**config.mk**
```make
export PLATFORM = sky130hd
export DESIGN_NAME = spi_regfile_peripheral_flat
export DESIGN_NICKNAME = d
export VERILOG_FILES = /design/src/rtl/spi_pkg.sv /design/src/rtl/spi_regfile_peripheral_if.sv /design/src/rtl/spi_sync_edge.sv /design/src/rtl/spi_regfile_peripheral.sv /design/src/flat_wrapper.sv
export SDC_FILE = /design/constraint.sdc
export NUM_CORES = 1
export LEC_CHECK = 0
export CORE_UTILIZATION = 50
export DETAILED_ROUTE_END_ITERATION = 10
export PLACE_DENSITY_LB_ADDON = 0.12
export SLEW_MARGIN = 20
export SYNTH_ARGS = -nofsm -noshare
export SYNTH_HDL_FRONTEND = slang
export SYNTH_SLANG_ARGS = --single-unit
```
**constraint.sdc**
```tcl
create_clock -name clk -period 2.34 [get_ports clk]
set_input_delay 0.468 -clock clk [delete_from_list [all_inputs] [get_ports clk]]
set_output_delay 0.468 -clock clk [all_outputs]
set_load 0.02 [all_outputs]
```
**src/rtl/spi_pkg.sv**
```systemverilog
// Shared definitions for the SPI register-file peripheral.
//   spi_state_t : frame FSM states (IDLE, CMD, DATA, DONE)
//   RW_WRITE / RW_READ : encoding of the first bit of a frame
//   frame_len() : total bits in a frame (R/W + address + data)
package spi_pkg;

    typedef enum logic [1:0] {
        IDLE,
        CMD,
        DATA,
        DONE
    } spi_state_t;

    localparam logic RW_WRITE = 1'b1;
    localparam logic RW_READ  = 1'b0;

    function automatic int frame_len(input int addr_w, input int data_w);
        return 1 + addr_w + data_w;
    endfunction

endpackage

```
**src/rtl/spi_regfile_peripheral_if.sv**
```systemverilog
// SPI bus bundle between a controller and the register-file peripheral.
//   ncs  : chip select, active-low (controller -> peripheral)
//   sclk : SPI clock, mode 0 (controller -> peripheral)
//   copi : controller-out data (controller -> peripheral)
//   cipo : controller-in data (peripheral -> controller)
interface spi_regfile_peripheral_if;

    logic ncs;
    logic sclk;
    logic copi;
    logic cipo;

    modport master (output ncs, output sclk, output copi, input cipo);
    modport slave  (input ncs, input sclk, input copi, output cipo);

endinterface

```
**src/rtl/spi_sync_edge.sv**
```systemverilog
// Two-flop synchroniser for one asynchronous input, with edge detection.
// Ports:
//   clk, rst_n : system clock, asynchronous active-low reset
//   d          : asynchronous input
//   level      : synchronised level
//   rise, fall : one-clk pulses on synchronised rising / falling edges
// RESET_VAL sets the reset value of all flops (1 for an idle-high input).
module spi_sync_edge #(
    parameter logic RESET_VAL = 1'b0
) (
    input  logic clk,
    input  logic rst_n,
    input  logic d,
    output logic level,
    output logic rise,
    output logic fall
);

    logic [1:0] sync_q;
    logic       prev_q;

    always_ff @(posedge clk or negedge rst_n) begin
        if (!rst_n) begin
            sync_q <= {2{RESET_VAL}};
            prev_q <= RESET_VAL;
        end else begin
            sync_q <= {sync_q[0], d};
            prev_q <= sync_q[1];
        end
    end

    assign level = sync_q[1];
    assign rise  = sync_q[1] & ~prev_q;
    assign fall  = ~sync_q[1] & prev_q;

endmodule

```
**src/rtl/spi_regfile_peripheral.sv**
```systemverilog
// SPI (mode 0) slave giving write access to a small register file.
// Frame: R/W bit (1 = write), ADDR_W address bits, DATA_W data bits, MSB first.
// A write commits when chip select rises after exactly FRAME_LEN bits.
// Ports:
//   clk, rst_n : system clock, asynchronous active-low reset
//   spi        : SPI bus (slave modport: ncs, sclk, copi in; cipo out)
//   regs_flat  : register i at bits [i*DATA_W +: DATA_W]
//   wr_strobe  : one-clk pulse per committed write
//   wr_addr    : address of the last committed write
//   frame_err  : one-clk pulse per malformed (short/overlong) frame
// Optional feature macro: SPI_READBACK_EN enables register read-back on cipo
// for R/W = 0 frames; without it cipo is tied low.
module spi_regfile_peripheral
    import spi_pkg::*;
#(
    parameter int ADDR_W   = 7,
    parameter int DATA_W   = 8,
    parameter int NUM_REGS = 5
) (
    input  logic                         clk,
    input  logic                         rst_n,
    spi_regfile_peripheral_if.slave      spi,
    output logic [NUM_REGS*DATA_W-1:0]   regs_flat,
    output logic                         wr_strobe,
    output logic [ADDR_W-1:0]            wr_addr,
    output logic                         frame_err
);

    localparam int FRAME_LEN = frame_len(ADDR_W, DATA_W);
    localparam int CMD_LEN   = 1 + ADDR_W;
    localparam int CNT_W     = $clog2(FRAME_LEN + 2);

    logic ncs_level, ncs_rise, ncs_fall;
    logic sclk_level, sclk_rise, sclk_fall;
    logic copi_level, copi_rise, copi_fall;

    spi_sync_edge #(.RESET_VAL(1'b1)) u_sync_ncs (
        .clk(clk), .rst_n(rst_n), .d(spi.ncs),
        .level(ncs_level), .rise(ncs_rise), .fall(ncs_fall)
    );

    spi_sync_edge #(.RESET_VAL(1'b0)) u_sync_sclk (
        .clk(clk), .rst_n(rst_n), .d(spi.sclk),
        .level(sclk_level), .rise(sclk_rise), .fall(sclk_fall)
    );

    spi_sync_edge #(.RESET_VAL(1'b0)) u_sync_copi (
        .clk(clk), .rst_n(rst_n), .d(spi.copi),
        .level(copi_level), .rise(copi_rise), .fall(copi_fall)
    );

    spi_state_t           state_q, state_d;
    logic [CNT_W-1:0]     cnt_q;
    logic [FRAME_LEN-1:0] shift_q;
    logic [DATA_W-1:0]    regs_q [NUM_REGS];
    logic [1:0]           settle_q;
    logic                 armed_q;

    logic                 start;
    logic                 sample;
    logic                 frame_rw;
    logic [ADDR_W-1:0]    frame_addr;
    logic [DATA_W-1:0]    frame_data;
    logic                 addr_ok;
    logic                 len_ok;
    logic                 commit;
    logic                 err;

    // The ncs synchroniser resets high, so if the pin is already low when
    // reset releases it produces a falling edge that is not a real frame
    // start. Arming only after a genuinely high ncs has been seen (once the
    // synchroniser has flushed) discards any frame caught by reset.
    always_ff @(posedge clk or negedge rst_n) begin
        if (!rst_n) begin
            settle_q <= '0;
            armed_q  <= 1'b0;
        end else begin
            settle_q <= {settle_q[0], 1'b1};
            if (settle_q[1] && ncs_level) begin
                armed_q <= 1'b1;
            end
        end
    end

    assign start  = (state_q == IDLE) && ncs_fall && armed_q;
    assign sample = sclk_rise && !ncs_level && (state_q != IDLE);

    assign frame_rw   = shift_q[FRAME_LEN-1];
    assign frame_addr = shift_q[FRAME_LEN-2 -: ADDR_W];
    assign frame_data = shift_q[DATA_W-1:0];
    assign addr_ok    = {1'b0, frame_addr} < (ADDR_W+1)'(NUM_REGS);
    assign len_ok     = (cnt_q == CNT_W'(FRAME_LEN));
    assign commit     = ncs_rise && len_ok && (frame_rw == RW_WRITE) && addr_ok;
    // An empty select (no sclk edges) is neither a write nor an error.
    assign err        = ncs_rise && !len_ok && (cnt_q != '0);

    always_ff @(posedge clk or negedge rst_n) begin
        if (!rst_n) begin
            state_q <= IDLE;
        end else begin
            state_q <= state_d;
        end
    end

    always_comb begin
        state_d = state_q;
        unique case (state_q)
            IDLE: if (start) state_d = CMD;
            CMD:  if (sample && cnt_q == CNT_W'(CMD_LEN - 1)) state_d = DATA;
            DATA: if (sample && cnt_q == CNT_W'(FRAME_LEN - 1)) state_d = DONE;
            DONE: state_d = DONE;
            default: state_d = IDLE;
        endcase
        if (ncs_rise) begin
            state_d = IDLE;
        end
    end

    // Bit counter saturates one past a full frame so overlong frames stay
    // distinguishable from correct ones.
    always_ff @(posedge clk or negedge rst_n) begin
        if (!rst_n) begin
            cnt_q   <= '0;
            shift_q <= '0;
        end else if (start) begin
            cnt_q <= '0;
        end else if (sample) begin
            shift_q <= {shift_q[FRAME_LEN-2:0], copi_level};
            if (cnt_q != CNT_W'(FRAME_LEN + 1)) begin
                cnt_q <= cnt_q + CNT_W'(1);
            end
        end
    end

    always_ff @(posedge clk or negedge rst_n) begin
        if (!rst_n) begin
            for (int i = 0; i < NUM_REGS; i++) begin
                regs_q[i] <= '0;
            end
            wr_strobe <= 1'b0;
            wr_addr   <= '0;
            frame_err <= 1'b0;
        end else begin
            wr_strobe <= commit;
            frame_err <= err;
            if (commit) begin
                wr_addr <= frame_addr;
            end
            for (int i = 0; i < NUM_REGS; i++) begin
                if (commit && frame_addr == ADDR_W'(i)) begin
                    regs_q[i] <= frame_data;
                end
            end
        end
    end

    for (genvar g = 0; g < NUM_REGS; g++) begin : g_flat
        assign regs_flat[g*DATA_W +: DATA_W] = regs_q[g];
    end

`ifdef SPI_READBACK_EN
    logic [DATA_W-1:0] tx_q;
    logic [DATA_W-1:0] rd_word;
    logic [ADDR_W-1:0] rd_addr;
    logic              rd_rw;

    // While in DATA the low CMD_LEN bits of the shifter hold R/W and address.
    assign rd_rw   = shift_q[ADDR_W];
    assign rd_addr = shift_q[ADDR_W-1:0];

    always_comb begin
        rd_word = '0;
        for (int i = 0; i < NUM_REGS; i++) begin
            if (rd_addr == ADDR_W'(i)) begin
                rd_word = regs_q[i];
            end
        end
    end

    // The first sclk fall in DATA (count still CMD_LEN) loads the word so
    // its MSB is on cipo before the first data rising edge; later falls shift.
    always_ff @(posedge clk or negedge rst_n) begin
        if (!rst_n) begin
            tx_q <= '0;
        end else if (ncs_rise || state_q == IDLE) begin
            tx_q <= '0;
        end else if (state_q == DATA && sclk_fall && !ncs_level) begin
            if (cnt_q == CNT_W'(CMD_LEN)) begin
                tx_q <= (rd_rw == RW_READ) ? rd_word : '0;
            end else begin
                tx_q <= {tx_q[DATA_W-2:0], 1'b0};
            end
        end
    end

    assign spi.cipo = !ncs_level && tx_q[DATA_W-1];

    logic unused_sync;
    assign unused_sync = &{1'b0, sclk_level, copi_rise, copi_fall};
`else
    assign spi.cipo = 1'b0;

    logic unused_sync;
    assign unused_sync = &{1'b0, sclk_level, sclk_fall, copi_rise, copi_fall};
`endif

endmodule

```
**src/flat_wrapper.sv**
```systemverilog
// flat-port wrapper written by rule: the top's interface ports become plain ports
module spi_regfile_peripheral_flat import spi_pkg::*;
#(
    parameter int ADDR_W   = 7,
    parameter int DATA_W   = 8,
    parameter int NUM_REGS = 5
)
  (clk, rst_n, regs_flat, wr_strobe, wr_addr, frame_err, spi_ncs, spi_sclk, spi_copi, spi_cipo);
  spi_regfile_peripheral_if spi_i ();
  input  logic clk;
  input  logic rst_n;
  output logic [NUM_REGS*DATA_W-1:0] regs_flat;
  output logic wr_strobe;
  output logic [ADDR_W-1:0] wr_addr;
  output logic frame_err;
  input wire logic [$bits(spi_i.ncs)-1:0] spi_ncs;
  input wire logic [$bits(spi_i.sclk)-1:0] spi_sclk;
  input wire logic [$bits(spi_i.copi)-1:0] spi_copi;
  output wire logic [$bits(spi_i.cipo)-1:0] spi_cipo;
  assign spi_i.ncs = spi_ncs;
  assign spi_i.sclk = spi_sclk;
  assign spi_i.copi = spi_copi;
  assign spi_cipo = spi_i.cipo;
  spi_regfile_peripheral #(.ADDR_W(ADDR_W), .DATA_W(DATA_W), .NUM_REGS(NUM_REGS)) u_core (.clk(clk), .rst_n(rst_n), .spi(spi_i), .regs_flat(regs_flat), .wr_strobe(wr_strobe), .wr_addr(wr_addr), .frame_err(frame_err));
endmodule
```
==> impl_metrics.toml, run 1 <==
[floorplanning]
die_h_um = 83.1
fp.dieW_um = 83.1
ioPinCount = 55
fp-row-count = 29
die_area_mm2 = 0.00690
start_util = 0.518
core-area_mm2 = 0.00635

[logic_synthesis]
netlist_instances = 215
synth_seq_cells = 83
synth_area_leader_cell = "dfrtp_1"
synth.top_cell.area_share = 0.609
synthAdderAreaFrac = 0.0152
syn_area_per_cell_um2 = 15.3
ys_async_sr_fraction = 1.00
yosys_warnings = 0
synth_xor_area_frac = 0
ys_seq_area_frac = 0.633
synth_simple_gate_area_frac = 0.0895
synth_compound_area_frac = 0.0346
synth_cell_types = 40
synth_top_family_by_area = "multiplexers"
synth_ff_type = "dfrtp_1"
synth_fp_nets = 224
synthTopCellsByArea = "dfrtp_1 (61%), mux2_2 (20%), dfstp_2 (2.4%)"
netlist_area_mm2 = 0.00329
synth_edf_count = 0
synth.area.mux_share = 0.204

[clock_network]
cts_root_buf = "clkbuf_8"
cts_made_buffers = 9
cts_tree = "yes"
postCtsHoldBufs = 0
cts_setup_buffers = 0
htreeDepth = 3
clk_path_buf_depth = 2
clk_pin_slew_ns = 0.08
clk_latency_ns = 0.34
clock_sinks = 83
cts-resized-gates = 0

[global_routing]
antenna_found_initial = 0
grt_pass1_vias = 1972
grt_start_max_net_pins = 47
grt-ovfl-total = 0
grt_use_total = 0.193
grt_first_pass_wirelength_um = 10200

[setup_path]
crit_start = "u_core.cnt_q[0]"
cp-end-kind = "flip-flop"
worst_setup_path_start_kind = "flip-flop"
timing.rr.start = "u_core.cnt_q[0]"
path_class = "flip-flop to flip-flop"
crit_path_max_fanout = 8
worstPathArrival_ns = 2.41
worstPathRequired_ns = 2.57

[cells_and_area]
n_fill_cell = 468
antenna-diode-count = 0
fin_nets = 285
drive_above_1_share = 0.306
syn2layout_area_growth_pct = 24.7

[power]
switching_share = 0.256
clkPwrFrac = 0.357
pwr-share-comb = 0.075
p_int_mw = 2.09
p_sw_mw = 0.719
power.density_mw_per_mm2 = 686
p_leak_nw = 1.93
vdd_drop_max_uv = 539
seq_power_share = 0.567

[sta]
finalCriticalPeriod_ns = 2.18
post-route-period-util = 0.931
finalHoldViolCount = 0
max_freq_ghz = 0.459
relSlewSlack = 0.565
fin_tns_setup_ns = 0
drv_slew = 0
finalSetupViolCount = 0
rsz0062_at_grt = "false"
whs_ns = 0.124
skew_ns = 0.00927
tightest_slew_ns = 0.651

[outcome]
outcome = "completed"

[min_path]
hp-class = "primary input to async pin"

[drt]
drc = 0
postRouteAntennaNets = 0
first_iter_violations = 78
wirelength_um = 5910
viasPerCell = 5.32
drtPass1Iterations = 4
vias = 1906
wire_per_inst_um = 16.5

[placement]
gp_congestion = 0.823
io_buffers = 53
place_hpwl_um = 3950

[run]
cap_violations = 0
## power by group through the flow
stage / Clock, mW / Combinational (mW) / Sequential [mW]
2_1_floorplan: 0 / 0.147 / 1.59
6_report: 1.00 / 0.212 / 1.60
3_5_place_dp: 0 / 0.218 / 1.63
5_1_grt: 1.10 / 0.241 / 1.61
4_1_cts: 1.03 / 0.219 / 1.60
3_3_place_gp: 0 / 0.209 / 1.62
## cell usage after synthesis (2+ instances only)
| library cell | n |
|---|---|
| a21oi_1 | 3 |
| and2_1 | 5 |
| and3_1 | 2 |
| buf_4 | 2 |
| conb_1 | 2 |
| dfrtp_1 | 80 |
| dfstp_2 | 3 |
| ha_1 | 4 |
| inv_1 | 9 |
| mux2_2 | 57 |
| mux2i_1 | 3 |
| nand4_2 | 5 |
| nor2_1 | 4 |
| nor2b_1 | 2 |
| nor3b_1 | 3 |
| o21ai_0 | 6 |
| or4_1 | 2 |
## final timing paths
| kind | endpoint | slack, ns | cells past startpoint |
|---|---|---|---|
| worst max register to register | u_core.regs_flat[34] | 0.16 | 5 |
| worst min-delay path | u_core.shift_q[12] | 0.12 | 1 |
| worst max-delay path | u_core.regs_flat[34] | 0.16 | 5 |
| worst min register to register | u_core.u_sync_ncs.sync_q[1] | 0.36 | 0 |
| max in group asynchronous | u_core.wr_addr[5] | 1.63 | 2 |
| min in group clk | u_core.u_sync_ncs.sync_q[1] | 0.36 | 0 |
## metal layers
layer / track usage / routed length, um / vias up
li1: - / - / 885
met1: 0.279 / 2870 / 967
met2: 0.271 / 2610 / 46
met3: 0.0577 / 349 / 8
met4: 0.0846 / 85 / 0
met5: 0 / 0 / -
## registers in the layout (all words and copies together) (netlist names)
signal / cells
u_core.state_q: 2
u_core.wr_strobe: 1
u_core.frame_err: 1
u_core.shift_q: 16
u_core.regs_flat: 40
u_core.wr_addr: 7
u_core.u_sync_sclk.sync_q: 2
u_core.armed_q: 1
u_core.cnt_q: 5
u_core.u_sync_ncs.sync_q: 2
u_core.u_sync_copi.sync_q: 2
u_core.u_sync_sclk.prev_q: 1
u_core.settle_q: 2
u_core.u_sync_ncs.prev_q: 1
## stage by stage
stage	std cells	util	area [um^2]	total power [mW]	setup WS [ns]
floorplan	215	-	3290	1.74	0.587
global placement	342	0.615	3900	1.83	0.160
detailed placement	342	0.615	3900	1.84	0.138
CTS	358	0.645	4100	2.85	0.124
global route	358	0.645	4100	2.95	0.0123
finish	358	0.645	4100	2.81	0.161
## cells in the final DEF, fill, tap and decap left out, types with 2 or more instances in the layout
cell	netlist	routed
dfrtp_1	80	80
mux2_2	57	57
clkdlybuf4s50_1	0	52
inv_1	9	9
clkbuf_8	0	9
o21ai_0	6	6
and2_1	5	5
nand4_2	5	5
nor2_1	4	4
ha_1	4	4
nor3b_1	3	3
mux2i_1	3	3
a21oi_1	3	3
dfstp_2	3	3
and3_1	2	2
nor2b_1	2	2
or4_1	2	2
conb_1	2	2
clkinvlp_4	0	2
clkbuf_1	1	2
buf_4	2	2
## worst max-delay path: stages (launching register included)
cell and delay [ns]:
dfrtp_1 0.43, inv_1 0.08, ha_1 0.15, nor3b_1 0.55
nand4_2 0.46, mux2_2 0.40
## cell type report
type,instances,area (um^2),share of cell area
Timing Repair Buffer,55,556,0.136
Sequential cell,83,2080,0.508
Multi-Input combinational cell,118,1140,0.278
Inverter,9,33.8,0.00824
Clock inverter,5,62.6,0.0153
Clock buffer,11,131,0.0321
Tap cell,77,96.3,0.0235
## logic make-up after synthesis
logic type	count (synthesis)
other	2
AOI/OAI and AO/OA	17
muxes	60
buffers and inverters	14
DFF	83
adders and majority gates	4
and+or+nand+nor	35
Note: power is estimated with default switching activity, not from simulation.
==> run 2: changes to the inputs <==
Settings changed: ABC_AREA set to 1, CAP_MARGIN set to 0.
==> run 2 against run 1 <==
The flow now finishes with violations (DRC). Combinational power is 44% lower. Non-clock buffer count increased by 2. Synthesized cell count is 68% higher. Critical endpoint is now u_core.regs_flat[13].
==> impl_metrics.toml, run 2 <==
[clock_network]
cts_root_buf = "clkbuf_8"
cts-resized-gates = 0
clk_path_buf_depth = 2
cts_setup_buffers = 0
htreeDepth = 3
clk_pin_slew_ns = 0.08
cts_made_buffers = 9
clk_latency_ns = 0.35
postCtsHoldBufs = 0
clock_sinks = 83
cts_tree = "yes"

[setup_path]
critPathMostFrequentCell = "nand2_1"
critPathMaxStageDelay_ns = 0.49
worstPathRequired_ns = 2.58
worst_setup_path_start_kind = "flip-flop"
crit_chain = "inv_1, ha_1, nor3b_2, nand2_2, nor2_8, nand2_4, nand2_1, nand2_1"
crit_path_max_fanout = 41
worstPathArrival_ns = 2.15
path_class = "flip-flop to flip-flop"
critical_path.slowest_cell = "nor2_8"
cp-end-kind = "flip-flop"

[run]
cap_violations = 0

[sta]
skew_ns = 0.00603
max_freq_ghz = 0.525
fin_tns_setup_ns = 0
finalCriticalPeriod_ns = 1.90
post-route-period-util = 0.814
finalSetupViolCount = 0
finalHoldViolCount = 0
tightest_slew_ns = 0.565
drv_slew = 0
relSlewSlack = 0.623
rsz0062_at_grt = "false"

[logic_synthesis]
synth_cell_types = 31
synth_ff_type = "dfrtp_1"
synth_edf_count = 0
synthTopCellsByArea = "dfrtp_1 (58%), nand2_1 (15%), nand3_1 (6.7%)"
ys_seq_area_frac = 0.607
synth_seq_cells = 83
yosys-top-cells-count = "nand2_1 (139), dfrtp_1 (80), nand3_1 (46)"
syn_area_per_cell_um2 = 9.47
synth.top_cell.area_share = 0.584
yosys_warnings = 0
netlist_area_mm2 = 0.00343
synth_area_leader_cell = "dfrtp_1"
synth_fp_nets = 371
ys_async_sr_fraction = 1.00
netlist_instances = 362
yosysMostFrequentCell = "nand2_1"

[cells_and_area]
antenna-diode-count = 0
fin_cells = 504
final_cell_mix = "nand2_1 (139), dfrtp_1 (80), clkdlybuf4s50_1 (52), nand3_1 (46)"
largest_reg_flops = 40
drive_above_1_share = 0.105
syn2layout_area_growth_pct = 23.2
fin_nets = 431
final_common_cell = "nand2_1"

[floorplanning]
die_area_mm2 = 0.00719
ioPinCount = 55
start_util = 0.528
fp-row-count = 29
fp.dieW_um = 84.8
die_h_um = 84.8
core-area_mm2 = 0.00649

[drt]
postRouteAntennaNets = 0
wire_per_inst_um = 13.3
drc = 2
drtPass1Iterations = 7
first_iter_violations = 149
viasPerCell = 5.03
wirelength_um = 6710
vias = 2534

[global_routing]
antenna_found_initial = 0
grt-ovfl-total = 0
grt_pass1_vias = 2321
grt_first_pass_wirelength_um = 11500
grt_use_total = 0.209
grt_start_max_net_pins = 42

[placement]
place_inst = 488
io_buffers = 53
place_hpwl_um = 4620
gp_congestion = 0.840

[outcome]
violations = "DRC"
outcome = "finished, violations left"

[power]
power.density_mw_per_mm2 = 657
vdd_drop_max_uv = 515
p_leak_nw = 2.18

[min_path]
hp-class = "primary input to async pin"
-- run 2: cells by family (layout without fill, tap and decap cells) --
family | count (synthesis) | in the layout | share of synthesized area
DFF | 83 | 83 | 0.607
AOI/OAI and AO/OA | 15 | 15 | 0.0234
buffers and inverters | 30 | 95 | 0.0456
xor gates and xnor gates | 1 | 1 | 0.00255
adders and majority gates | 4 | 4 | 0.0146
other | 2 | 2 | 0.00219
and+or+nand+nor | 227 | 227 | 0.305
-- run 2: stage by stage --
| stage | setup slack (ns) | total power [mW] | hold WS (ns) | util | instance area, um^2 |
|---|---|---|---|---|---|
| after global routing | 0.213 | 2.90 | 0.0810 | 0.651 | 4230 |
| after floorplan | 0.811 | 1.61 | 0.172 | - | 3430 |
| after CTS | 0.424 | 2.81 | 0.0757 | 0.651 | 4230 |
| after detailed placement | 0.433 | 1.69 | 0.342 | 0.617 | 4010 |
| final | 0.436 | 2.78 | 0.0673 | 0.651 | 4230 |
| after global placement | 0.515 | 1.69 | 0.332 | 0.617 | 4010 |
-- run 2: final timing paths --
path	cells after the start	start	slack [ns]	end
min	1	rst_n	0.07	u_core.cnt_q[1]
min in group clk	0	u_core.u_sync_sclk.sync_q[0]	0.35	u_core.u_sync_sclk.sync_q[1]
min reg2reg	0	u_core.u_sync_sclk.sync_q[0]	0.35	u_core.u_sync_sclk.sync_q[1]
max	8	u_core.cnt_q[0]	0.44	u_core.regs_flat[13]
max reg2reg	8	u_core.cnt_q[0]	0.44	u_core.regs_flat[13]
max in group asynchronous	2	rst_n	1.64	u_core.u_sync_copi.sync_q[1]
-- run 2: where the power goes --
group,internal (mW),leakage [nW],total (mW),switching [mW]
Combinational,0.0409,0.947,0.118,0.0771
Sequential,1.48,1.12,1.54,0.0664
Clock,0.599,0.113,1.12,0.519
-- run 2: per-layer routing --
layer,vias up,global-route usage,wire length [um]
li1,1264,-,-
met1,1195,0.315,3430
met2,69,0.298,2950
met3,6,0.0516,264
met4,0,0.0693,56
met5,-,0,0
-- run 2: final cells by class --
class                   count  area [um^2]
well taps                  77         96.3
repair buffers             57          558
flip-flops and latches     83         2080
inverters                  22         82.6
multi-input cells         249         1190
clock buffers               9          124
clock inverters             7         92.6
fillers                   519         2270
-- run 2: worst max-delay path: cells and delay by family, from the launching register on --
| family | cells | cell delay [ns] |
|---|---|---|
| buffers and inverters | 1 | 0.10 |
| AND/OR/NAND/NOR | 6 | 1.12 |
| adder cells (fa/ha/maj) | 1 | 0.14 |
| flip-flops | 1 | 0.43 |
==> RTL change (flow settings as in run 2) <==
`NUM_REGS` is set to 5 in 2 places; all go to 4.
--- a/src/rtl/spi_regfile_peripheral.sv
+++ b/src/rtl/spi_regfile_peripheral.sv
@@ -15,7 +15,7 @@
 #(
     parameter int ADDR_W   = 7,
     parameter int DATA_W   = 8,
-    parameter int NUM_REGS = 5
+    parameter int NUM_REGS = 4
 ) (
     input  logic                         clk,
     input  logic                         rst_n,
--- a/src/flat_wrapper.sv
+++ b/src/flat_wrapper.sv
@@ -3,7 +3,7 @@
 #(
     parameter int ADDR_W   = 7,
     parameter int DATA_W   = 8,
-    parameter int NUM_REGS = 5
+    parameter int NUM_REGS = 4
 )
   (clk, rst_n, regs_flat, wr_strobe, wr_addr, frame_err, spi_ncs, spi_sclk, spi_copi, spi_cipo);
   spi_regfile_peripheral_if spi_i ();
Ports: changed (resized regs_flat); port bits go from 55 to 47. No check against the original RTL was run, so the function may have changed too.
==> RTL change against run 2 <==
- non-clock buffer count down 6
- area after synthesis down 13%
- hold slack better by 0.083 ns
- clock power down 13%
- power down 5.9%
- worst setup slack worse by 0.014 ns
- design area down 12%
- combinational power up 53%
- routed wire length down 10%
- sequential share of layout area up 1.5 points
- final cell count down 12%
- sequential cell count down 8
- highest routed layer unchanged
==> RTL change: results (changes against run 2) <==
\begin{tabular}{lr}
\hline
Metric & Value \\
\hline
\multicolumn{2}{l}{\textbf{Synthesis}} \\
Cell types with the largest area share after synthesis & dfrtp\_1 60\%, nand2\_1 15\%, nand4\_1 6.7\% (was dfrtp\_1 58\%, nand2\_1 15\%, nand3\_1 6.7\%) \\
Net Count, Synth & 329 (was 371) \\
Post-synth top cells & 122 x nand2\_1, 72 x dfrtp\_1, 32 x nand4\_1 (was 139 x nand2\_1, 80 x dfrtp\_1, 46 x nand3\_1) \\
Count of different cell masters after synthesis & 21 (was 31) \\
Proportion of synthesized chip area in sequential cells & 63.0\% (was 60.7\%) \\
\multicolumn{2}{l}{\textbf{Critical path}} \\
Critical R2R Capture & u\_core.regs\_flat[7] (was u\_core.regs\_flat[13]) \\
Largest stage delay on the critical path & 0.42 ns (was 0.49 ns) \\
Max stage delay cell, worst path & dfrtp\_1 (was nor2\_8) \\
Worst Reg2Reg Path Length in Cells & 9 (was 8) \\
\multicolumn{2}{l}{\textbf{Route}} \\
Routed length on met1 & 2.94 mm (was 3.43 mm) \\
Iter 0 DRT Violations & 209 (was 149) \\
Routed wire length & 6.01 mm (was 6.71 mm) \\
Detailed-routing iteration count for the pre-antenna-repair pass & 4 (was 7) \\
Mean number of vias per cell & 5.16 (was 5.03) \\
\multicolumn{2}{l}{\textbf{STA}} \\
Worst max-slew margin expressed relative to the limit & 59.7\% (was 62.3\%) \\
Post-route worst hold slack & 0.150 ns (was 0.0673 ns) \\
\multicolumn{2}{l}{\textbf{Global routing}} \\
Via count of the first global-routing pass & 2130 (was 2321) \\
Overall Global Routing Usage & 21.9\% (was 20.9\%) \\
Met2 usage & 32.2\% (was 29.8\%) \\
Global-route wire length before repair & 10.3 mm (was 11.5 mm) \\
Global routing usage on met1 & 31.7\% (was 31.5\%) \\
\multicolumn{2}{l}{\textbf{Cells and area}} \\
Max reg flops & 32 (was 40) \\
Share of post-route cells with drive strength above 1 & 7.01\% (was 10.5\%) \\
\multicolumn{2}{l}{\textbf{Placed design}} \\
Global placer's final weighted congestion & 0.747 (was 0.840) \\
Setup slack after placement & 0.398 ns (was 0.433 ns) \\
Input/output buffers & 45 (was 53) \\
\multicolumn{2}{l}{\textbf{Pwr}} \\
Worst IR drop on VDD & 0.000550 V (was 0.000515 V) \\
Proportion of power drawn by the clock network & 37.5\% (was 40.3\%) \\
Leakage & 1.86 nW (was 2.18 nW) \\
Switching portion of total power & 24.8\% (was 23.9\%) \\
\multicolumn{2}{l}{\textbf{Run status}} \\
Status & finished clean (was finished, violations left) \\
\hline
\end{tabular}
## RTL change: changes by cell type after synthesis, sizes merged, moves of 7 or more
cell,change
clkbuf,+8
dfrtp,-8
nand2,-25
nand3,-38
nand4,+28
nor2,-7
## RTL change: layout make-up
type / count / share of cell area [%]
clock buffer: 13 / 4.29
inverter: 22 / 2.23
multi-input combinational: 208 / 25.8
timing repair buffer: 51 / 13.6
tap: 72 / 2.43
sequential: 75 / 50.7
clock inverter: 2 / 0.945
## RTL change: worst max-delay path by stage
| stage | startpoint | endpoint | slack, ns | cells past startpoint |
|---|---|---|---|---|
| final | u_core.cnt_q[0] | u_core.regs_flat[7] | 0.42 | 9 |
| after global routing | u_core.cnt_q[0] | u_core.regs_flat[1] | 0.14 | 9 |
| after CTS | u_core.cnt_q[0] | u_core.regs_flat[0] | 0.39 | 9 |
| after detailed placement | u_core.cnt_q[0] | u_core.regs_flat[0] | 0.40 | 9 |
| after global placement | u_core.cnt_q[0] | u_core.regs_flat[1] | 0.49 | 9 |
| after floorplan | u_core.cnt_q[0] | u_core.regs_flat[16] | 0.85 | 9 |
## RTL change: kinds of logic (layout without fill, tap and decap cells)
group,after synthesis,in the layout,share of synthesized area [%]
and+or+nand+nor,185,185,27.0
DFF,75,75,63.0
buffers and inverters,37,88,5.03
AOI/OAI and AO/OA,16,16,2.81
adders and majority gates,4,4,1.68
other,2,2,0.251
xor gates and xnor gates,1,1,0.293
## RTL change: metrics by stage
step | total power, mW | std cells
floorplan | 1.56 | 320
global placement | 1.65 | 428
detailed placement | 1.66 | 428
CTS | 2.64 | 443
global route | 2.73 | 443
finish | 2.61 | 443
